$ cat config.mk
export PLATFORM = sky130hd
export DESIGN_NAME = ic_cpu_bus_arbiter
export DESIGN_NICKNAME = d
export VERILOG_FILES = /design/src/rtl/ic_cpu_bus_arbiter_pkg.sv /design/src/rtl/ic_cpu_bus_arbiter_id_fifo.sv /design/src/rtl/ic_cpu_bus_arbiter.sv
export SDC_FILE = /design/constraint.sdc
export NUM_CORES = 1
export LEC_CHECK = 0
export ABC_CLOCK_PERIOD_IN_PS = 1700
export BUFFER_PORTS_ARGS = -buffer_cell sky130_fd_sc_hd__buf_2
export CAP_MARGIN = 20
export CORE_AREA = 5 5 123 125
export DETAILED_ROUTE_END_ITERATION = 10
export DIE_AREA = 0 0 128 130
export SKIP_LAST_GASP = 1
export SLEW_MARGIN = 5
export SYNTH_ARGS = -nofsm -noshare
export SYNTH_HDL_FRONTEND = slang
export SYNTH_SLANG_ARGS = --single-unit
$ cat constraint.sdc
create_clock -name g_clk -period 1.7 [get_ports g_clk]
set_input_delay 0.34 -clock g_clk [delete_from_list [all_inputs] [get_ports g_clk]]
set_output_delay 0.34 -clock g_clk [all_outputs]
set_load 0.01 [all_outputs]
$ cat src/rtl/ic_cpu_bus_arbiter_pkg.sv
`default_nettype none
// +----------------------------------------------------------------------------
// | Module   : ic_cpu_bus_arbiter_pkg
// | Brief    : Shared constants, request bundle and arbitration helper.
// | Revision : 1.0
// +----------------------------------------------------------------------------
package ic_cpu_bus_arbiter_pkg;

  localparam int   IC_ARB_RR    = 0;
  localparam int   IC_ARB_FIXED = 1;
  localparam logic IC_ID_INSTR  = 1'b0;
  localparam logic IC_ID_DATA   = 1'b1;

  typedef struct packed {
    logic        wen;
    logic [3:0]  strb;
    logic [31:0] wdata;
    logic [31:0] addr;
  } ic_req_t;

  // Arbiter lock state: HELD keeps the downstream request stable until granted.
  typedef enum logic [0:0] {
    ST_OPEN = 1'b0,
    ST_HELD = 1'b1
  } arb_state_t;

  function automatic logic ic_arb_pick(input logic req0, input logic req1,
                                       input logic last_id, input int mode);
    logic pick;
    pick = IC_ID_INSTR;
    if (req0 && !req1) begin
      pick = IC_ID_INSTR;
    end else if (!req0 && req1) begin
      pick = IC_ID_DATA;
    end else if (req0 && req1) begin
      pick = (mode == IC_ARB_FIXED) ? IC_ID_DATA : ~last_id;
    end
    return pick;
  endfunction

endpackage
`default_nettype wire

$ cat src/rtl/ic_cpu_bus_arbiter_id_fifo.sv
`default_nettype none
// +----------------------------------------------------------------------------
// | Module   : ic_id_fifo
// | Brief    : In-order owner-ID queue for outstanding bus transactions.
// | Revision : 1.0
// +----------------------------------------------------------------------------
module ic_id_fifo #(
  parameter int DEPTH = 2,
  parameter int WIDTH = 1
) (
  input  logic             g_clk,
  input  logic             g_resetn,
  input  logic             push,
  input  logic             pop,
  input  logic [WIDTH-1:0] wdata,
  output logic [WIDTH-1:0] rdata,
  output logic             full,
  output logic             empty
);

  localparam int c_PTR_W = (DEPTH > 1) ? $clog2(DEPTH) : 1;
  localparam int c_CNT_W = $clog2(DEPTH + 1);
  localparam logic [c_PTR_W-1:0] c_PTR_LAST = c_PTR_W'(DEPTH - 1);
  localparam logic [c_CNT_W-1:0] c_CNT_FULL = c_CNT_W'(DEPTH);

  logic [WIDTH-1:0]   r_mem [DEPTH];
  logic [c_PTR_W-1:0] r_wr_ptr;
  logic [c_PTR_W-1:0] r_rd_ptr;
  logic [c_CNT_W-1:0] r_count;
  logic               w_push;
  logic               w_pop;

  function automatic logic [c_PTR_W-1:0] ptr_next(input logic [c_PTR_W-1:0] ptr);
    return (ptr == c_PTR_LAST) ? '0 : ptr + c_PTR_W'(1);
  endfunction

  assign full    = (r_count == c_CNT_FULL);
  assign empty   = (r_count == '0);
  assign w_push  = push && !full;
  assign w_pop   = pop && !empty;
  assign rdata   = r_mem[r_rd_ptr];

  always_ff @(posedge g_clk) begin
    if (w_push) begin
      r_mem[r_wr_ptr] <= wdata;
    end
  end

  always_ff @(posedge g_clk) begin
    if (!g_resetn) begin
      r_wr_ptr <= '0;
      r_rd_ptr <= '0;
      r_count  <= '0;
    end else begin
      if (w_push) begin
        r_wr_ptr <= ptr_next(r_wr_ptr);
      end
      if (w_pop) begin
        r_rd_ptr <= ptr_next(r_rd_ptr);
      end
      // Simultaneous push and pop leave the occupancy unchanged.
      case ({w_push, w_pop})
        2'b10:   r_count <= r_count + c_CNT_W'(1);
        2'b01:   r_count <= r_count - c_CNT_W'(1);
        default: r_count <= r_count;
      endcase
    end
  end

endmodule
`default_nettype wire

$ cat src/rtl/ic_cpu_bus_arbiter.sv
`default_nettype none
// +----------------------------------------------------------------------------
// | Module   : ic_cpu_bus_arbiter
// | Brief    : 2:1 arbiter sharing one CPU bus port between instr and data.
// | Revision : 1.0
// +----------------------------------------------------------------------------
module ic_cpu_bus_arbiter
  import ic_cpu_bus_arbiter_pkg::*;
#(
  parameter int MAX_OUTSTANDING = 2,
  parameter int PRIORITY_MODE   = IC_ARB_RR
) (
  input  logic        g_clk,
  input  logic        g_resetn,
  input  logic        m0_req,
  output logic        m0_gnt,
  input  logic        m0_wen,
  input  logic [3:0]  m0_strb,
  input  logic [31:0] m0_wdata,
  input  logic [31:0] m0_addr,
  output logic        m0_recv,
  input  logic        m0_ack,
  output logic        m0_error,
  output logic [31:0] m0_rdata,
  input  logic        m1_req,
  output logic        m1_gnt,
  input  logic        m1_wen,
  input  logic [3:0]  m1_strb,
  input  logic [31:0] m1_wdata,
  input  logic [31:0] m1_addr,
  output logic        m1_recv,
  input  logic        m1_ack,
  output logic        m1_error,
  output logic [31:0] m1_rdata,
  output logic        s_req,
  input  logic        s_gnt,
  output logic        s_wen,
  output logic [3:0]  s_strb,
  output logic [31:0] s_wdata,
  output logic [31:0] s_addr,
  input  logic        s_recv,
  output logic        s_ack,
  input  logic        s_error,
  input  logic [31:0] s_rdata
);

  arb_state_t r_state;
  arb_state_t w_state_nxt;
  logic       r_lock_id;
  logic       w_lock_id_nxt;
  logic       r_last_id;
  logic       w_sel;
  logic       w_sel_req;
  logic       w_grant;
  logic       w_full;
  logic       w_empty;
  logic       w_head;
  logic       w_head_ack;
  logic       w_pop;
  ic_req_t    w_m0_fields;
  ic_req_t    w_m1_fields;
  ic_req_t    w_sel_fields;

  assign w_m0_fields = '{wen: m0_wen, strb: m0_strb, wdata: m0_wdata, addr: m0_addr};
  assign w_m1_fields = '{wen: m1_wen, strb: m1_strb, wdata: m1_wdata, addr: m1_addr};

  always_comb begin
    w_sel = IC_ID_INSTR;
    if (r_state == ST_HELD) begin
      w_sel = r_lock_id;
    end else begin
      w_sel = ic_arb_pick(m0_req, m1_req, r_last_id, PRIORITY_MODE);
    end
  end

  // Full blocks the request outright; the pop path never feeds the grant.
  assign w_sel_req    = (w_sel == IC_ID_DATA) ? m1_req : m0_req;
  assign s_req        = w_sel_req && !w_full;
  assign w_grant      = s_req && s_gnt;
  assign m0_gnt       = w_grant && (w_sel == IC_ID_INSTR);
  assign m1_gnt       = w_grant && (w_sel == IC_ID_DATA);
  assign w_sel_fields = (w_sel == IC_ID_DATA) ? w_m1_fields : w_m0_fields;
  assign s_wen        = w_sel_fields.wen;
  assign s_strb       = w_sel_fields.strb;
  assign s_wdata      = w_sel_fields.wdata;
  assign s_addr       = w_sel_fields.addr;

  always_comb begin
    w_state_nxt   = r_state;
    w_lock_id_nxt = r_lock_id;
    if (s_req && !s_gnt) begin
      w_state_nxt   = ST_HELD;
      w_lock_id_nxt = w_sel;
    end else if (w_grant) begin
      w_state_nxt   = ST_OPEN;
    end
  end

  always_ff @(posedge g_clk) begin
    if (!g_resetn) begin
      r_state   <= ST_OPEN;
      r_lock_id <= IC_ID_INSTR;
      r_last_id <= IC_ID_DATA;
    end else begin
      r_state   <= w_state_nxt;
      r_lock_id <= w_lock_id_nxt;
      if (w_grant) begin
        r_last_id <= w_sel;
      end
    end
  end

  ic_id_fifo #(
    .DEPTH (MAX_OUTSTANDING),
    .WIDTH (1)
  ) u_id_fifo (
    .g_clk    (g_clk),
    .g_resetn (g_resetn),
    .push     (w_grant),
    .pop      (w_pop),
    .wdata    (w_sel),
    .rdata    (w_head),
    .full     (w_full),
    .empty    (w_empty)
  );

  // Responses are routed to the queue head; a stray s_recv on empty is dropped.
  assign w_head_ack = (w_head == IC_ID_DATA) ? m1_ack : m0_ack;
  assign s_ack      = w_head_ack && !w_empty;
  assign w_pop      = s_recv && s_ack;
  assign m0_recv    = s_recv && !w_empty && (w_head == IC_ID_INSTR);
  assign m1_recv    = s_recv && !w_empty && (w_head == IC_ID_DATA);
  assign m0_rdata   = s_rdata;
  assign m1_rdata   = s_rdata;
  assign m0_error   = s_error;
  assign m1_error   = s_error;

endmodule
`default_nettype wire

Word level (Yosys, flattened, before mapping)
Memory sizes are Yosys's and may differ from the RTL's. A register that Yosys moved wholly into a read port is not among the register bits.
Index checks and enable logic that the tools add are counted.
{"block": "word_totals", "reg_bits": 7, "mem_bits_rw": 2, "input_bits": 179, "wordCells": 56, "memories": 1}
{"memory": "u_id_fifo.r_mem", "words": 2, "word_bits": 1, "read_ports": 1, "rd_clocked_by_memory_dff": 1, "write_ports": 1, "line": "ic_cpu_bus_arbiter_id_fifo.sv:26", "text": "logic [WIDTH-1:0] r_mem [DEPTH];"}
{"block": "op_classes", "addsub": 4, "eq_ne": 3, "mux": 16, "bitwise": 3, "n_reduce_logical": 23}
{"operator": "2-to-1 mux 69 bit", "n": 1}
{"operator": "logical AND 1 bit", "n": 15}
{"operator": "2-to-1 mux 1 bit", "n": 14}
{"operator": "zero test 1 bit", "n": 5}
{"operator": "== test 2 bit (second input constant)", "n": 2}
{"operator": "case mux 2 bit (2 select lines)", "n": 1}
{"operator": "nonzero test 2 bit", "n": 2}
{"operator": "inverter 1 bit", "n": 3}
{"operator": "adder 1 bit (second input constant)", "n": 2}
{"operator": "adder 2 x 1 -> 2 bit (second input constant)", "n": 1}
{"operator": "== test 2 x 1 -> 1 bit (second input constant)", "n": 1}
{"operator": "zero test 2 bit", "n": 1}
{"operator": "subtractor 2 x 1 -> 2 bit (second input constant)", "n": 1}

Depth between registers and ports, before layout
Gate-level depths: netlist of the first run.
{"block": "logic_depth", "word_depth": 11, "ltp_mapped": 7, "depth_no_buf": 6}

Modules after synthesis
A second synthesis of the first run with hierarchy kept.
{"block": "hier_totals", "cells_unflattened": 199, "hier_area_um2": 1883.1}
{"mod": "ic_cpu_bus_arbiter", "n_inst": 1, "cells_per_inst": 170, "area_per_inst_um2": 1575.3, "seq_area_each_um2": 60.1}
{"mod": "ic_id_fifo", "n_inst": 1, "cells_per_inst": 29, "area_per_inst_um2": 307.8, "seq_area_each_um2": 160.2}

Least setup slack after synthesis of the first run
OpenSTA, ideal clock, no wires.
{"block": "synth_path", "path_kind": "register to register", "from": "register (tool-made name)", "to": "register u_id_fifo.r_count[1]", "setup_time_ns": 0.076, "t_arrival_ns": 1.715, "required_time_ns": 1.624, "path_slack_ns": -0.091, "stages_incl_launch_ff": 6, "synth_period_minus_slack_ns": 1.791, "cell_sequence": "dfxtp_1 > mux2i_1 > mux2i_1 > ha_1 > or3_1 > a21boi_0"}
{"item": "to (signal assigned)", "line": "ic_cpu_bus_arbiter_id_fifo.sv:63", "text": "2'b10: r_count <= r_count + c_CNT_W'(1);"}
{"item": "to (signal assigned)", "line": "ic_cpu_bus_arbiter_id_fifo.sv:64", "text": "2'b01: r_count <= r_count - c_CNT_W'(1);"}
{"item": "to (signal assigned)", "line": "ic_cpu_bus_arbiter_id_fifo.sv:65", "text": "default: r_count <= r_count;"}
{"item": "to (decl)", "line": "ic_cpu_bus_arbiter_id_fifo.sv:29", "text": "logic [c_CNT_W-1:0] r_count;"}

Final worst setup path of the first run
{"block": "layout_path", "from": "register r_state", "to": "output s_wdata[1]"}
{"block": "layout_via", "elab_chain_cells": 2}
{"item": "from (decl)", "line": "ic_cpu_bus_arbiter.sv:47", "text": "arb_state_t r_state;"}
{"item": "from (signal assigned)", "line": "ic_cpu_bus_arbiter.sv:105", "text": "r_state <= w_state_nxt;"}
{"item": "2-to-1 mux 1 bit", "line": "ic_cpu_bus_arbiter.sv:69", "text": "if (r_state == ST_HELD) begin"}
{"item": "2-to-1 mux 69 bit", "line": "ic_cpu_bus_arbiter.sv:82", "text": "assign w_sel_fields = (w_sel == IC_ID_DATA) ? w_m1_fields : w_m0_fields;"}
{"item": "to (decl)", "line": "ic_cpu_bus_arbiter.sv:39", "text": "output logic [31:0] s_wdata,"}
No other way between the ends.

==> results.cfg, run 1 <==
[sta]
slew_viol_final = 0
skew_ns = 0.00391
slew_headroom = 0.835
finalSetupViolations = 74
setup-tns-final_ns = -18.39
layout_setup_ws_ns = -0.287
fmax_mhz = 503
hold_viol_final = 0
rsz0062_at_grt = true
period_needed_ns = 1.99
min_period_over_period = 1.17
worstMarginPinSlew_ns = 0.243

[setup_path]
path_cells = nor2b_2 -> a22oi_2 -> inv_4 -> clkbuf_16 -> mux2_4 -> buf_2
crit_arrival_ns = 1.65
reg2reg_depth = 7
cp_num_buf_inv = 3
max_stage_delay_ns = 0.35
regToRegEndpoint = u_id_fifo.r_count[1]
path_class = reg -> out
rr_startpoint = r_state
rrSetupSlack_ns = -0.09
critPathMaxFanout = 15
critPathLaunchType = register
crit_slowest_cell = dfxtp_4
worst_ep_required_time_ns = 1.36
worstSetupEndpointType = primary output
cp_top_family = buffers and inverters

[hold_path]
worst_hold_path.endpoint = r_last_id
min-delay-start = g_resetn
hp-class = in -> reg
min_path_cells = 2

[die]
initial_core_util = 0.155
placementRows = 43
io_pins = 320
dieArea_um2 = 16600
core_um2 = 13800
dieHeight_um = 130
die_w_um = 128

[global_route]
grt_overflow = 0
grt_max_degree = 32
antenna_found_initial = 0
grt_pass1_wl_mm = 11.1
grt_pass1_vias = 1991
track_usage = 0.0851

[power]
peakVddDrop_uv = 396
leakage_nw = 1.80
p_per_area_nw_per_um2 = 675
power_mw = 2.22

[yosys]
synth_edf_count = 2
synth_fp_nets = 377
synth_flop_cell = dfxtp_1
syn_inst = 197
synth-seq-cells = 10
netlist.area_leader.share = 0.477
mappedNetlistArea_um2 = 2140
synth_top_cell_by_area = mux2_4
async_flop_share = 0
synthTopCellsByArea = mux2_4, buf_4, dfxtp_1
synth_warnings = 0
yosysSeqAreaShare = 0.103
post_synth.cell_area_avg_um2 = 10.9
synth_cell_types = 33

[finish]
stdcell_count = 549
finish.instance_area_um2 = 3290
num-nets-final = 551
antenna_cells = 0
final_common_cell = buf_2
syn_to_final_growth_pct = 53.6
layout_common_cells = buf_2, mux2_4, buf_4, buf_6
layout-drive-gt1-share = 0.892

[clock_network]
cts_tree = built
clkTransAtPathRegs_ns = 0.04
numCtsBuffers = 3
cts_hold_buf = 0
h-tree-depth = 1
clock_sinks = 10
root_buffer = clkbuf_16
clockBufferDepth = 2
clkLatencyLatePin_ns = 0.24

[placement]
dpl.hpwl_mm = 7.19
dpl-instance-area_um2 = 3060
portBuffers = 220
gp_congestion = 0.708
pre_cts_ws_ns = -0.202
dp.cells = 541

[detailed_routing]
drt_wl_total_mm = 8.50
vias = 2072
drtAntennaViolNets = 0
avgRoutedWirePerCell_um = 15.5
vias_per_cell = 3.77
drtIter0Drc = 19
drc = 0
drt_first_pass_iters = 4

[status]
outcome = complete, but fails checks
violations = negative setup slack

[run]
maxCapViolCount = 0
[cell type report]
class / count / area [um2]
multi-input cells: 111 / 1360
well taps: 180 / 225
clock buffers: 3 / 75.1
flip-flops and latches: 10 / 226
fillers: 1506 / 10500
repair buffers: 243 / 1390
inverters: 2 / 10.0
[worst max-delay path by stage]
stage,start,to,cells past startpoint
finish,r_state,s_wdata[1],6
global route,r_state,s_wdata[24],6
CTS,r_state,s_addr[24],6
detailed placement,m1_req,s_addr[24],7
global placement,m1_req,s_addr[24],7
floorplan,u_id_fifo.r_count[0],u_id_fifo.r_count[1],7
[cell usage after synthesis (3+ instances only)]
cell type / n
and2_1: 4
buf_4: 66
buf_6: 7
dfxtp_1: 8
mux2_4: 68
mux2i_1: 3
nor2_1: 6
[state kept, by name, indices dropped and copies added, names as in the netlist, named ones only]
name                count
r_last_id               1
r_state                 1
u_id_fifo.r_wr_ptr      1
r_lock_id               1
u_id_fifo.r_mem         2
u_id_fifo.r_rd_ptr      1
u_id_fifo.r_count       2
[power by group]
| group | leakage (nW) | internal (mW) | total [mW] | switching (mW) |
|---|---|---|---|---|
| Combinational | 1.68 | 0.873 | 1.48 | 0.609 |
| Clock | 0.0370 | 0.305 | 0.411 | 0.107 |
| Sequential | 0.0854 | 0.288 | 0.325 | 0.0366 |
[stage by stage]
step / hold WS (ns) / util
finish: 0.364 / 0.239
global placement: 0.481 / 0.222
floorplan: 0.420 / -
global route: 0.407 / 0.239
detailed placement: 0.490 / 0.222
CTS: 0.376 / 0.236
[cells by family (layout without fill, tap and decap cells)]
logic type,Yosys count,count (layout),synth area share
simple gates,20,20,0.0515
fa+ha+maj,1,1,0.00585
buf+inv,76,248,0.274
compound gates,15,15,0.0567
mux,72,72,0.496
flops,10,10,0.103
xor+xnor,3,3,0.0123
[routing by layer]
metal	vias to the layer above	track usage	wire (um)
li1	965	-	-
met1	939	0.109	3450
met2	156	0.140	3950
met3	12	0.0287	1040
met4	0	0.0181	74
met5	-	0	0
[repair_timing]
action,CTS,global route
endpoints found under the setup margin,74,75
resized for setup,19,2
setup buffers,4,0
gates cloned,0,1
pin swaps,0,1
(Power assumes the default switching activity.)
==> run 2: changes to the inputs <==
--- a/config.mk
+++ b/config.mk
@@ -5,12 +5,16 @@
 export SDC_FILE = /design/constraint.sdc
 export NUM_CORES = 1
 export LEC_CHECK = 0
+export ABC_AREA = 1
 export ABC_CLOCK_PERIOD_IN_PS = 1700
 export BUFFER_PORTS_ARGS = -buffer_cell sky130_fd_sc_hd__buf_2
 export CAP_MARGIN = 20
-export CORE_AREA = 5 5 123 125
+export CELL_PAD_IN_SITES_DETAIL_PLACEMENT = 0
+export CELL_PAD_IN_SITES_GLOBAL_PLACEMENT = 2
+export CORE_MARGIN = 5
+export CORE_UTILIZATION = 10
 export DETAILED_ROUTE_END_ITERATION = 10
-export DIE_AREA = 0 0 128 130
+export PLACE_DENSITY_LB_ADDON = 0.1
 export SKIP_LAST_GASP = 1
 export SLEW_MARGIN = 5
 export SYNTH_ARGS = -nofsm -noshare
==> run 2 against run 1 <==
The flow still finishes with violations (negative setup slack); worst hold slack better by 0.011 ns; flip-flop and latch count unchanged; sequential power down 10%; wire length up 41%; first-iteration DRC count rose to 3.3 times the previous value; combinational power up 7%; clock skew down 0.0030 ns; synthesized cell count up 89%; largest power group unchanged.
==> results.cfg, run 2 <==
[status]
outcome = complete, but fails checks
violations = negative setup slack

[sta]
worstMarginPinSlew_ns = 0.281
slew_viol_final = 0
skew_ns = 0.000869
finalSetupViolations = 73
min_period_over_period = 1.07
hold_viol_final = 0
fmax_mhz = 549
period_needed_ns = 1.82
slew_headroom = 0.812
layout_setup_ws_ns = -0.123
rsz0062_at_grt = true
holdWs_ns = 0.375

[yosys]
synth_cell_types = 22
synth_edf_count = 2
netlist.area_leader.share = 0.437
synth_most_common_cell = nand2_1
synthTopCellsByArea = nand2_1, buf_4, dfxtp_1
synth_top_cell_by_area = nand2_1
synth_flop_cell = dfxtp_1
yosysSeqAreaShare = 0.115
synth_warnings = 0
post_synth.cell_area_avg_um2 = 5.17
mappedNetlistArea_um2 = 1920
synth-seq-cells = 10
async_flop_share = 0
synth_fp_nets = 552
netlist_top_cells_count = nand2_1, buf_4, inv_1
syn_inst = 372

[setup_path]
critPathLaunchType = register
rr_startpoint = r_state
crit_arrival_ns = 1.48
regToRegEndpoint = u_id_fifo.r_count[1]
path_class = reg -> out
rrSetupSlack_ns = -0.04
worstSetupEndpointType = primary output
reg2reg_depth = 11
worst_ep_required_time_ns = 1.36
path_cells = inv_2 -> nand3_4 -> buf_4 -> nand3b_1 -> buf_6 -> buf_4 -> nand2_4 -> inv_2 -> buf_6
max_stage_delay_ns = 0.35
crit_slowest_cell = dfxtp_2
critPathMaxFanout = 3

[die]
core_um2 = 18800
placementRows = 50
initial_core_util = 0.102
die_w_um = 149
dieHeight_um = 149
io_pins = 320
dieArea_um2 = 22100

[power]
p_per_area_nw_per_um2 = 612
peakVddDrop_uv = 322
leakage_nw = 2.22

[finish]
layout-drive-gt1-share = 0.561
layout_common_cells = buf_2, nand2_1, nand2_2, inv_1, buf_4
num-nets-final = 737
final_common_cell = buf_2
fin_util = 0.200
antenna_cells = 0
reg_top3 = u_id_fifo.r_count (2), u_id_fifo.r_mem (2)
nFillCells = 2195
finish.instance_area_um2 = 3760
syn_to_final_growth_pct = 95.4
stdcell_count = 816

[clock_network]
clockBufferDepth = 2
h-tree-depth = 1
cts_hold_buf = 0
root_buffer = clkbuf_16
clkLatencyLatePin_ns = 0.24
clock_sinks = 10
numCtsBuffers = 3
clkTransAtPathRegs_ns = 0.04
cts_tree = built

[run]
maxCapViolCount = 0

[hold_path]
min-delay-start = g_resetn
min_path_cells = 2
hp-class = in -> reg
worst_hold_path.endpoint = r_last_id

[global_route]
antenna_found_initial = 0
grt_overflow = 0
grt_pass1_vias = 2886
grt_max_degree = 30
grt_pass1_wl_mm = 16.1
track_usage = 0.0931

[placement]
dpl-instance-area_um2 = 2920
dpl.hpwl_mm = 8.10
gp_congestion = 0.711
dp.cells = 784
pre_cts_ws_ns = 0.0226
portBuffers = 220

[detailed_routing]
drt_first_pass_iters = 4
vias_per_cell = 3.42
avgRoutedWirePerCell_um = 14.7
vias = 2788
drc = 0
drtAntennaViolNets = 0
drtIter0Drc = 62
drt_wl_total_mm = 12.0
## run 2: cell count changes after synthesis, moves of 5 or more
| cell | previous run | this run |
|---|---|---|
| nand2_1 | 2 | 224 |
| mux2_4 | 68 | 0 |
| inv_1 | 1 | 17 |
| buf_2 | 1 | 13 |
| nor2_1 | 6 | 15 |
| buf_6 | 7 | 1 |
| nand3_1 | 0 | 5 |
## run 2: how the worst max path moves through the flow
stage / from / endpoint / slack [ns] / cells past startpoint
floorplan: m0_req / u_id_fifo.r_count[1] / 0.19 / 7
global placement: m0_req / s_wdata[20] / 0.009 / 9
detailed placement: m0_req / m1_gnt / 0.02 / 8
CTS: r_state / m1_gnt / -0.11 / 8
global route: r_state / s_req / -0.19 / 9
finish: r_state / s_req / -0.12 / 9
## run 2: repair_timing
item	CTS	global route
hold endpoints to repair	0	0
cloned	7	7
pin swaps	11	11
gates resized for setup	28	50
setup endpoints to repair	70	75
buffers inserted	6	9
## run 2: cells by family (layout without fill, tap and decap cells)
family | Yosys count | after routing | synth area share
simple gates | 257 | 257 | 0.532
buf+inv | 99 | 283 | 0.334
flops | 10 | 10 | 0.115
compound gates | 5 | 5 | 0.0130
fa+ha+maj | 1 | 1 | 0.00651
## run 2: final cells by class
| class | count | area [um2] | area share |
|---|---|---|---|
| Clock inverter | 1 | 3.75 | 0.000999 |
| Multi-Input combinational cell | 263 | 1220 | 0.324 |
| Tap cell | 260 | 325 | 0.0866 |
| Inverter | 19 | 83.8 | 0.0223 |
| Timing Repair Buffer | 260 | 1830 | 0.487 |
| Clock buffer | 3 | 75.1 | 0.0200 |
| Sequential cell | 10 | 223 | 0.0593 |
## run 2: routing by layer
| layer | share of wire | vias up | wire length [um] | GRT usage |
|---|---|---|---|---|
| met1 | 0.37 | 1224 | 4400 | 0.0928 |
| li1 | - | 1424 | - | - |
| met2 | 0.55 | 123 | 6590 | 0.189 |
| met5 | 0 | - | 0 | 0 |
| met3 | 0.079 | 17 | 946 | 0.0308 |
| met4 | 0.0047 | 0 | 56 | 0.0125 |
## run 2: stage by stage
stage	TNS, ns	total power [mW]
after floorplan	0	0.993
after global placement	0	1.43
after detailed placement	0	1.40
after CTS	-2.59	2.08
after global routing	-11.47	2.50
final	-6.04	2.30
## run 2: worst max-delay path, delay by kind of cell (launching register included)
family        cells  cell delay (ns)
flops             1             0.35
simple gates      3             0.29
buf+inv           6             0.61
## run 2: power breakdown
part           total (mW)  leakage, nW  switching (mW)  internal (mW)
sequential          0.292       0.0848          0.0190          0.273
clock               0.426       0.0385           0.117          0.309
combinational        1.58         2.10           0.787          0.795
total                2.30         2.22           0.923           1.38
==> run 3: changes to the inputs <==
--- a/config.mk
+++ b/config.mk
@@ -14,6 +14,7 @@
 export CORE_MARGIN = 5
 export CORE_UTILIZATION = 10
 export DETAILED_ROUTE_END_ITERATION = 10
+export MAX_ROUTING_LAYER = met4
 export PLACE_DENSITY_LB_ADDON = 0.1
 export SKIP_LAST_GASP = 1
 export SLEW_MARGIN = 5
==> constraint.sdc (replaced) <==
create_clock -name g_clk -period 1.7 [get_ports g_clk]
set_input_delay 0.085 -clock g_clk [delete_from_list [all_inputs] [get_ports g_clk]]
set_output_delay 0.085 -clock g_clk [all_outputs]
set_load 0.01 [all_outputs]
==> run 3 against run 2 <==
The flow now finishes without violations; total power decreased by 23%; die area stayed put; worst setup slack better by 0.21 ns.
==> results.cfg, run 3 (same netlist as run 2, synthesis figures left out) <==
[power]
leakage_nw = 1.88
p_per_area_nw_per_um2 = 600
peakVddDrop_uv = 330

[global_route]
grt_use_met1 = 0.0767
grt_pass1_wl_mm = 13.6
grt_pass1_vias = 2608
grt.busiest_layer = met2
use_met2 = 0.156
grt_use_met3 = 0.0235
grt_max_degree = 43
grt_overflow = 0
antenna_found_initial = 1
track_usage = 0.0796

[clock_network]
post_cts_resized = 1
cts_hold_buf = 0
clkLatencyLatePin_ns = 0.23
cts_setup_buffers = 0
cts_tree = built
root_buffer = clkbuf_16
clockBufferDepth = 2
numCtsBuffers = 3
clock_sinks = 10
clkTransAtPathRegs_ns = 0.04
h-tree-depth = 1

[finish]
layout-drive-gt1-share = 0.460
nFillCells = 2236
final_common_cell = nand2_1
reg_top3 = u_id_fifo.r_count (2), u_id_fifo.r_mem (2)
syn_to_final_growth_pct = 53.9
layout_common_cells = nand2_1, buf_2, inv_1, nor2_1, dfxtp_1
num-nets-final = 703
fin_util = 0.157

[sta]
worstMarginPinSlew_ns = 0.230
slew_headroom = 0.847
period_needed_ns = 1.62
slew_viol_final = 0
skew_ns = 0.00173
fmax_mhz = 618
rsz0062_at_grt = true
layout_setup_ws_ns = 0.0828
setup-tns-final_ns = 0
min_period_over_period = 0.951
finalSetupViolations = 0
hold_viol_final = 0

[hold_path]
hp-class = in -> reg

[die]
dieArea_um2 = 22100
core_um2 = 18800
io_pins = 320
die_w_um = 149
initial_core_util = 0.102
placementRows = 50
dieHeight_um = 149

[setup_path]
worstSetupEndpointType = register
crit_arrival_ns = 1.74
critPathLaunchType = register
cp_top_family = simple AND/OR/NAND/NOR gates
path_class = reg -> reg
crit_slowest_cell = dfxtp_1
worst_ep_required_time_ns = 1.82
cp_num_buf_inv = 0
max_stage_delay_ns = 0.35
path_cells = or2_2 -> nand3_1 -> nor2_2 -> ha_1 -> nor4_2 -> nor3_1
critPathMaxFanout = 6

[detailed_routing]
avgRoutedWirePerCell_um = 12.1
drtIter0Drc = 43
vias = 2565
drt_wl_total_mm = 9.44
drt_first_pass_iters = 4
vias_per_cell = 3.28
drc = 0
drtAntennaViolNets = 0

[run]
maxCapViolCount = 0

[placement]
pre_cts_ws_ns = 0.0812
portBuffers = 220
dpl.hpwl_mm = 8.01
gp_congestion = 0.698

[status]
outcome = finished, final reports clean
[run 3: cell types whose count changed in the layout (fill, tap and decap cells not counted), sizes merged]
cell,before,now
diode,0,1
inv,18,19
buf,254,226
clkinv,2,0
clkbuf,9,4
[run 3: path summary, 6_finish.rpt]
| path | start | endpoint | slack (ns) | depth (start not counted) |
|---|---|---|---|---|
| setup reg to reg | u_id_fifo.r_count[0] | u_id_fifo.r_count[1] | 0.08 | 6 |
| hold / removal | g_resetn | r_last_id | 0.11 | 2 |
| hold reg to reg | r_last_id | r_last_id | 0.46 | 2 |
| setup / recovery | u_id_fifo.r_count[0] | u_id_fifo.r_count[1] | 0.08 | 6 |
[run 3: layout make-up]
type,instances,area [um2],area share
tap,260,325,0.110
inverter,19,71.3,0.0241
clock buffer,4,78.8,0.0266
timing repair buffer,226,1190,0.402
multi-input combinational,263,1070,0.362
sequential,10,220,0.0744
antenna,1,2.50,0.000845
[run 3: report_power, final]
part	total (mW)	switching, mW	internal, mW	leakage [nW]
Combinational	1.06	0.604	0.453	1.76
Clock	0.427	0.113	0.315	0.0382
Sequential	0.293	0.0211	0.272	0.0847
Total	1.78	0.738	1.04	1.88
[run 3: metal layers]
layer,routed length [um],up-vias
met3,843,21
met5,0,-
met1,3290,1068
met4,139,0
met2,5170,130
li1,-,1346
[run 3: through the flow]
step	cells	instance area, um2	hold WS, ns	power [mW]
final	783	2960	0.107	1.78
after global routing	783	2960	0.136	1.94
after CTS	782	2940	0.113	1.81
after detailed placement	778	2860	0.170	1.38
after global placement	778	2860	0.170	1.39
after floorplan	372	1920	0.170	0.993
